[src/rtl/lsu_bus_bridge_pkg.sv]
// Shared load/store definitions: funct3 size codes, bridge FSM states and
// helpers for access legality and byte-lane selection.
package lsu_bus_bridge_pkg;

  localparam logic [2:0] F3_B  = 3'b000;
  localparam logic [2:0] F3_H  = 3'b001;
  localparam logic [2:0] F3_W  = 3'b010;
  localparam logic [2:0] F3_BU = 3'b100;
  localparam logic [2:0] F3_HU = 3'b101;

  typedef enum logic [1:0] {
    S_IDLE = 2'd0,
    S_REQ  = 2'd1,
    S_WAIT = 2'd2,
    S_DONE = 2'd3
  } lsu_state_e;

  function automatic logic f3_legal(input logic [2:0] f3);
    logic ok;
    case (f3)
      F3_B, F3_H, F3_W, F3_BU, F3_HU: ok = 1'b1;
      default:                        ok = 1'b0;
    endcase
    return ok;
  endfunction

  function automatic logic f3_aligned(input logic [2:0] f3, input logic [1:0] off);
    logic ok;
    case (f3)
      F3_H, F3_HU: ok = ~off[0];
      F3_W:        ok = (off == 2'b00);
      default:     ok = 1'b1;
    endcase
    return ok;
  endfunction

  function automatic logic [3:0] be_gen(input logic [2:0] f3, input logic [1:0] off);
    logic [3:0] be;
    case (f3)
      F3_B, F3_BU: be = 4'b0001 << off;
      F3_H, F3_HU: be = 4'b0011 << off;
      F3_W:        be = 4'b1111;
      default:     be = 4'b0000;
    endcase
    return be;
  endfunction

endpackage

[src/rtl/lsu_bus_bridge_if.sv]
// Handshaked external data bus: req/gnt request phase, rvalid response phase.
interface lsu_bus_bridge_if #(
  parameter int ADDR_W = 32
);
  logic              bus_req;
  logic              bus_we;
  logic [ADDR_W-1:0] bus_addr;
  logic [3:0]        bus_be;
  logic [31:0]       bus_wdata;
  logic              bus_gnt;
  logic              bus_rvalid;
  logic [31:0]       bus_rdata;

  modport master (
    output bus_req, bus_we, bus_addr, bus_be, bus_wdata,
    input  bus_gnt, bus_rvalid, bus_rdata
  );

  modport slave (
    input  bus_req, bus_we, bus_addr, bus_be, bus_wdata,
    output bus_gnt, bus_rvalid, bus_rdata
  );
endinterface

[src/rtl/lsu_bus_bridge_align.sv]
// Byte-lane logic: store byte enables / lane replication, and load
// extraction with sign or zero extension.
module lsu_align
  import lsu_bus_bridge_pkg::*;
(
  input  logic [2:0]  st_funct3,
  input  logic [1:0]  st_off,
  input  logic [31:0] st_wdata,
  output logic [3:0]  st_be,
  output logic [31:0] st_wdata_rep,
  input  logic [2:0]  ld_funct3,
  input  logic [1:0]  ld_off,
  input  logic [31:0] ld_rdata,
  output logic [31:0] ld_data
);

  logic [31:0] shifted;

  always_comb begin
    st_be = be_gen(st_funct3, st_off);
    case (st_funct3)
      F3_B, F3_BU: st_wdata_rep = {4{st_wdata[7:0]}};
      F3_H, F3_HU: st_wdata_rep = {2{st_wdata[15:0]}};
      default:     st_wdata_rep = st_wdata;
    endcase
  end

  always_comb begin
    shifted = ld_rdata >> {ld_off, 3'b000};
    case (ld_funct3)
      F3_B:    ld_data = {{24{shifted[7]}}, shifted[7:0]};
      F3_BU:   ld_data = {24'h000000, shifted[7:0]};
      F3_H:    ld_data = {{16{shifted[15]}}, shifted[15:0]};
      F3_HU:   ld_data = {16'h0000, shifted[15:0]};
      default: ld_data = shifted;
    endcase
  end

endmodule

[src/rtl/lsu_bus_bridge.sv]
// Load/store bridge: accepts one core memory op, runs a single req/gnt/rvalid
// bus transaction with a WAIT timeout, and stalls the core until completion.
module lsu_bus_bridge
  import lsu_bus_bridge_pkg::*;
#(
  parameter int TIMEOUT = 255,
  parameter int ADDR_W  = 32
) (
  input  logic              clk,
  input  logic              rst,
  input  logic              core_valid,
  input  logic              core_we,
  input  logic [2:0]        core_funct3,
  input  logic [ADDR_W-1:0] core_addr,
  input  logic [31:0]       core_wdata,
  output logic              core_stall,
  output logic              core_done,
  output logic [31:0]       core_rdata,
  output logic              core_err,
  lsu_bus_bridge_if.master  bus
);

  localparam logic [7:0] TIMEOUT_LAST = 8'(TIMEOUT - 1);

  lsu_state_e        state_q, state_d;
  logic              we_q, we_d;
  logic [2:0]        funct3_q, funct3_d;
  logic [1:0]        off_q, off_d;
  logic [ADDR_W-1:0] addr_q, addr_d;
  logic [3:0]        be_q, be_d;
  logic [31:0]       wdata_q, wdata_d;
  logic [31:0]       rdata_q, rdata_d;
  logic              err_q, err_d;
  logic [7:0]        cnt_q, cnt_d;

  logic [3:0]  st_be;
  logic [31:0] st_wdata_rep;
  logic [31:0] ld_data;
  logic        op_ok;

  // Store lanes come from the live core inputs (latched on accept); load
  // extraction uses the latched size/offset of the op in flight.
  lsu_align u_align (
    .st_funct3    (core_funct3),
    .st_off       (core_addr[1:0]),
    .st_wdata     (core_wdata),
    .st_be        (st_be),
    .st_wdata_rep (st_wdata_rep),
    .ld_funct3    (funct3_q),
    .ld_off       (off_q),
    .ld_rdata     (bus.bus_rdata),
    .ld_data      (ld_data)
  );

  assign op_ok = f3_legal(core_funct3) & f3_aligned(core_funct3, core_addr[1:0]);

  always_comb begin
    state_d    = state_q;
    we_d       = we_q;
    funct3_d   = funct3_q;
    off_d      = off_q;
    addr_d     = addr_q;
    be_d       = be_q;
    wdata_d    = wdata_q;
    rdata_d    = rdata_q;
    err_d      = err_q;
    cnt_d      = cnt_q;
    core_stall = 1'b0;
    core_done  = 1'b0;
    core_err   = 1'b0;

    case (state_q)
      S_IDLE: begin
        cnt_d = 8'd0;
        err_d = 1'b0;
        if (core_valid) begin
          if (op_ok) begin
            we_d       = core_we;
            funct3_d   = core_funct3;
            off_d      = core_addr[1:0];
            addr_d     = {core_addr[ADDR_W-1:2], 2'b00};
            be_d       = st_be;
            wdata_d    = st_wdata_rep;
            state_d    = S_REQ;
            core_stall = 1'b1;
          end else begin
            core_err = 1'b1;
          end
        end
      end
      S_REQ: begin
        core_stall = 1'b1;
        if (bus.bus_gnt) begin
          if (bus.bus_rvalid) begin
            state_d = S_DONE;
            if (!we_q) rdata_d = ld_data;
          end else begin
            state_d = S_WAIT;
          end
        end
      end
      S_WAIT: begin
        core_stall = 1'b1;
        cnt_d      = cnt_q + 8'd1;
        // A response on the final allowed cycle still counts as success.
        if (bus.bus_rvalid) begin
          state_d = S_DONE;
          if (!we_q) rdata_d = ld_data;
        end else if (cnt_q == TIMEOUT_LAST) begin
          state_d = S_DONE;
          err_d   = 1'b1;
        end
      end
      S_DONE: begin
        core_done = 1'b1;
        core_err  = err_q;
        state_d   = S_IDLE;
      end
      default: state_d = S_IDLE;
    endcase
  end

  always_ff @(posedge clk or posedge rst) begin
    if (rst) begin
      state_q  <= S_IDLE;
      we_q     <= 1'b0;
      funct3_q <= 3'b000;
      off_q    <= 2'b00;
      addr_q   <= '0;
      be_q     <= 4'b0000;
      wdata_q  <= 32'h0;
      rdata_q  <= 32'h0;
      err_q    <= 1'b0;
      cnt_q    <= 8'd0;
    end else begin
      state_q  <= state_d;
      we_q     <= we_d;
      funct3_q <= funct3_d;
      off_q    <= off_d;
      addr_q   <= addr_d;
      be_q     <= be_d;
      wdata_q  <= wdata_d;
      rdata_q  <= rdata_d;
      err_q    <= err_d;
      cnt_q    <= cnt_d;
    end
  end

  assign bus.bus_req   = (state_q == S_REQ);
  assign bus.bus_we    = (state_q == S_REQ) & we_q;
  assign bus.bus_addr  = addr_q;
  assign bus.bus_be    = be_q;
  assign bus.bus_wdata = wdata_q;
  assign core_rdata    = rdata_q;

endmodule

[src/flat_wrapper.sv]
// flat-port wrapper written by rule: the top's interface ports become plain ports
module lsu_bus_bridge_flat import lsu_bus_bridge_pkg::*;
#(
  parameter int TIMEOUT = 255,
  parameter int ADDR_W  = 32
)
  (clk, rst, core_valid, core_we, core_funct3, core_addr, core_wdata, core_stall, core_done, core_rdata, core_err, bus_bus_req, bus_bus_we, bus_bus_addr, bus_bus_be, bus_bus_wdata, bus_bus_gnt, bus_bus_rvalid, bus_bus_rdata);
  lsu_bus_bridge_if #(.ADDR_W(ADDR_W)) bus_i ();
  input  logic clk;
  input  logic rst;
  input  logic core_valid;
  input  logic core_we;
  input  logic [2:0] core_funct3;
  input  logic [ADDR_W-1:0] core_addr;
  input  logic [31:0] core_wdata;
  output logic core_stall;
  output logic core_done;
  output logic [31:0] core_rdata;
  output logic core_err;
  output wire logic [$bits(bus_i.bus_req)-1:0] bus_bus_req;
  output wire logic [$bits(bus_i.bus_we)-1:0] bus_bus_we;
  output wire logic [$bits(bus_i.bus_addr)-1:0] bus_bus_addr;
  output wire logic [$bits(bus_i.bus_be)-1:0] bus_bus_be;
  output wire logic [$bits(bus_i.bus_wdata)-1:0] bus_bus_wdata;
  input wire logic [$bits(bus_i.bus_gnt)-1:0] bus_bus_gnt;
  input wire logic [$bits(bus_i.bus_rvalid)-1:0] bus_bus_rvalid;
  input wire logic [$bits(bus_i.bus_rdata)-1:0] bus_bus_rdata;
  assign bus_bus_req = bus_i.bus_req;
  assign bus_bus_we = bus_i.bus_we;
  assign bus_bus_addr = bus_i.bus_addr;
  assign bus_bus_be = bus_i.bus_be;
  assign bus_bus_wdata = bus_i.bus_wdata;
  assign bus_i.bus_gnt = bus_bus_gnt;
  assign bus_i.bus_rvalid = bus_bus_rvalid;
  assign bus_i.bus_rdata = bus_bus_rdata;
  lsu_bus_bridge #(.TIMEOUT(TIMEOUT), .ADDR_W(ADDR_W)) u_core (.clk(clk), .rst(rst), .core_valid(core_valid), .core_we(core_we), .core_funct3(core_funct3), .core_addr(core_addr), .core_wdata(core_wdata), .core_stall(core_stall), .core_done(core_done), .core_rdata(core_rdata), .core_err(core_err), .bus(bus_i));
endmodule
[config.mk]
export PLATFORM = sky130hd
export DESIGN_NAME = lsu_bus_bridge_flat
export DESIGN_NICKNAME = d
export VERILOG_FILES = /design/src/rtl/lsu_bus_bridge_pkg.sv /design/src/rtl/lsu_bus_bridge_if.sv /design/src/rtl/lsu_bus_bridge_align.sv /design/src/rtl/lsu_bus_bridge.sv /design/src/flat_wrapper.sv
export SDC_FILE = /design/constraint.sdc
export NUM_CORES = 1
export LEC_CHECK = 0
export CORE_AREA = 2 2 104 116
export CTS_BUF_LIST = sky130_fd_sc_hd__clkbuf_8
export DETAILED_ROUTE_END_ITERATION = 10
export DIE_AREA = 0 0 106 118
export DONT_BUFFER_PORTS = 1
export PLACE_DENSITY = 0.66
export SLEW_MARGIN = 25
export SYNTH_ARGS = -nofsm -noshare
export SYNTH_HDL_FRONTEND = slang
export SYNTH_SLANG_ARGS = --single-unit
[constraint.sdc]
create_clock -name clk -period 3.7 [get_ports clk]
set_input_delay 0.37 -clock clk [delete_from_list [all_inputs] [get_ports clk]]
set_output_delay 0.37 -clock clk [all_outputs]
set_load 0.01 [all_outputs]
==> impl_metrics.tcl <==
set metrics [dict create \
    io_buffers 0 \
    worst_clock_skew_ps 11.2 \
    root_buffer "clkbuf_8" \
    p_per_area_nw_per_um2 892 \
    row_count 41 \
    place_congestion 0.790 \
    cts.clk_slew.worst_paths_ps 80 \
    timing.final.crit_period_ps 2430 \
    endpoint_kind "register" \
    diodes 0 \
    grt_max_degree 91 \
    ant_nets 0 \
    grt_pass1_vias 4033 \
    async_flop_share 1.00 \
    wl_um 12800 \
    hold_viol 0 \
    maxCapViolations 0 \
    ys_seq_elements 115 \
    area_growth_pct 9.01 \
    min_path_type "in -> reg" \
    critPathLaunchType "register" \
    clk_path_buf_depth 2 \
    min_period_over_period 0.656 \
    fmax_ghz 0.412 \
    drcViolationCount 0 \
    synthFlopType "dfrtp_1" \
    cts-htree-levels 4 \
    worst_slew_pin_slew_ps 859 \
    first_pass_iters 4 \
    cts_tree "yes" \
    dieArea_um2 12500 \
    avgSynthCellArea_um2 10.9 \
    worstPathMaxFanout 20 \
    required_ps 4010 \
    power_leakage_nw 2.62 \
    ir_drop_mv 0.376 \
    synth_area_um2 5530 \
    yosys-top-cells-area "dfrtp_1 52%, mux2_2 11%, mux2i_1 8.5%" \
    track_usage 0.213 \
    place_inst 630 \
    clock_sinks 115 \
    vias 3744 \
    fin_tns_setup_ps 0 \
    grt_first_pass_wirelength_um 20900 \
    viasPerCell 5.65 \
    outcome "complete, no violations" \
    yosysSeqAreaShare 0.521 \
    drt-initial-drc-count 220 \
    yosysWarnings 0 \
    crit_arrival_ps 2740 \
    crit_type "reg -> reg" \
    final_cell_count_no_fill 663 \
    avgRoutedWirePerCell_um 19.3 \
    grt_overflow_total 0 \
    die_w_um 106 \
    synth_cells 506 \
    core_area_um2 11300 \
    num_io_pins 210 \
    start_util 0.488 \
    synth_area_leader_cell "dfrtp_1" \
    synth_edf_count 0 \
    die_h_um 118 \
    synth.top_cell.area_share 0.521 \
    layout.nets 611 \
    rrSetupSlack_ps 1270 \
    rsz0062_at_grt "false" \
    antenna_found_initial 0 \
    maxSlewViolCount 0 \
    netlist_top_cells_count "115 x dfrtp_1, 53 x mux2_2, 52 x nand2_1" \
    drive_above_1_share 0.195 \
    relSlewSlack 0.425 \
    setup_viol 0 \
    cts_inserted_buffers 17 \
    synth_most_common_cell "dfrtp_1" \
    ys_types 43 \
    clk_latency_ps 430 \
    hpwlAfterDp_um 9250 \
    fillers 997 \
]
[where the power goes]
| part | total [W] | internal (W) | switching, W |
|---|---|---|---|
| Clock | 0.00122 | 0.000700 | 0.000522 |
| Sequential | 0.00261 | 0.00185 | 0.000757 |
| Combinational | 0.00154 | 0.000748 | 0.000790 |
[what timing repair did]
| action | CTS | global route |
|---|---|---|
| setup endpoints to repair | 0 | 0 |
| hold buffers | 1 | 0 |
| buffers inserted | 0 | 0 |
| gates resized for setup | 0 | 0 |
| hold endpoints to repair | 84 | 0 |
[cell families after synthesis]
| logic type | after synthesis | synth area share |
|---|---|---|
| DFF | 115 | 0.521 |
| AOI/OAI and AO/OA | 112 | 0.126 |
| muxes | 101 | 0.197 |
| buffers and inverters | 41 | 0.0383 |
| adders and majority gates | 6 | 0.0136 |
| and+or+nand+nor | 130 | 0.104 |
| other | 1 | 0.000678 |
[worst max-delay path, cell delays in order (launching register included)]
cell and delay, ps:
dfrtp_1 390, inv_1 90, ha_1 260, nor2b_1 200, nor3_4 710, buf_4 300
mux2_2 350
[cell usage in the layout, fill, tap and decap left out, types with 2 or more instances in the layout]
cell and instances:
clkinvlp_4 2, dfrtp_1 114, a21oi_1 38, o2bb2ai_1 7
nor3_1 3, clkinv_4 3, nand2_1 52, clkinv_2 3
o31a_1 2, mux2i_1 47, nand4_1 6, o21ai_1 5
o21ai_0 35, nand3_1 5, buf_4 6, clkbuf_8 19
inv_1 8, nor2_1 41, a211oi_1 7, o22a_1 8
conb_1 2, nor2b_1 11, mux2_2 53, nand2b_1 5
bufinv_16 3, inv_6 2, ha_1 6
[routing by layer]
| layer | GRT usage | routed length (µm) |
|---|---|---|
| met2 | 0.352 | 6380 |
| met3 | 0.0986 | 1340 |
| met5 | 0 | 0 |
| met4 | 0.0757 | 233 |
| met1 | 0.241 | 4840 |
[metrics by stage]
step	utilization	worst slack [ps]	instance area (µm²)	hold slack [ps]	power [W]
floorplan	-	286	5530	451	0.00379
global placement	0.493	1340	5590	476	0.00410
detailed placement	0.493	1270	5590	448	0.00419
CTS	0.531	1220	6020	47.2	0.00542
global route	0.532	1100	6030	51.2	0.00574
finish	0.532	1270	6030	68.6	0.00537
[area by class of cell]
type / count / area [µm²] / share of cell area
timing repair buffer: 7 / 55.1 / 0.00914
clock buffer: 19 / 262 / 0.0434
tap: 150 / 188 / 0.0311
multi-input combinational: 351 / 2450 / 0.406
sequential: 115 / 2880 / 0.478
inverter: 8 / 35.0 / 0.00581
clock inverter: 13 / 159 / 0.0264
[registers in the layout (all words and copies together), names as in the netlist]
signal,cells
u_core.bus.bus_wdata,32
u_core.funct3_q,3
u_core.cnt_q,8
u_core.bus.bus_be,4
u_core.err_q,1
u_core.core_rdata,32
u_core.bus.bus_addr,30
u_core.we_q,1
u_core.state_q,2
u_core.off_q,2
[path summary, 6_finish.rpt]
path	start	end	cells after the start
worst min register to register	u_core.cnt_q[7]$_DFFE_PP0P_	u_core.cnt_q[7]$_DFFE_PP0P_	1
min in group asynchronous	rst	u_core.bus.bus_addr[15]$_DFFE_PP0P_	2
max in group asynchronous	rst	u_core.bus.bus_addr[6]$_DFFE_PP0P_	3
worst min-delay path	bus_bus_rdata[31]	u_core.core_rdata[31]$_DFFE_PP0P_	2
worst max register to register	u_core.state_q[1]$_DFFE_PP0P_	u_core.core_rdata[0]$_DFFE_PP0P_	6
worst max-delay path	u_core.state_q[1]$_DFFE_PP0P_	u_core.core_rdata[0]$_DFFE_PP0P_	6
No activity file was read; power rests on OpenSTA's default activity.
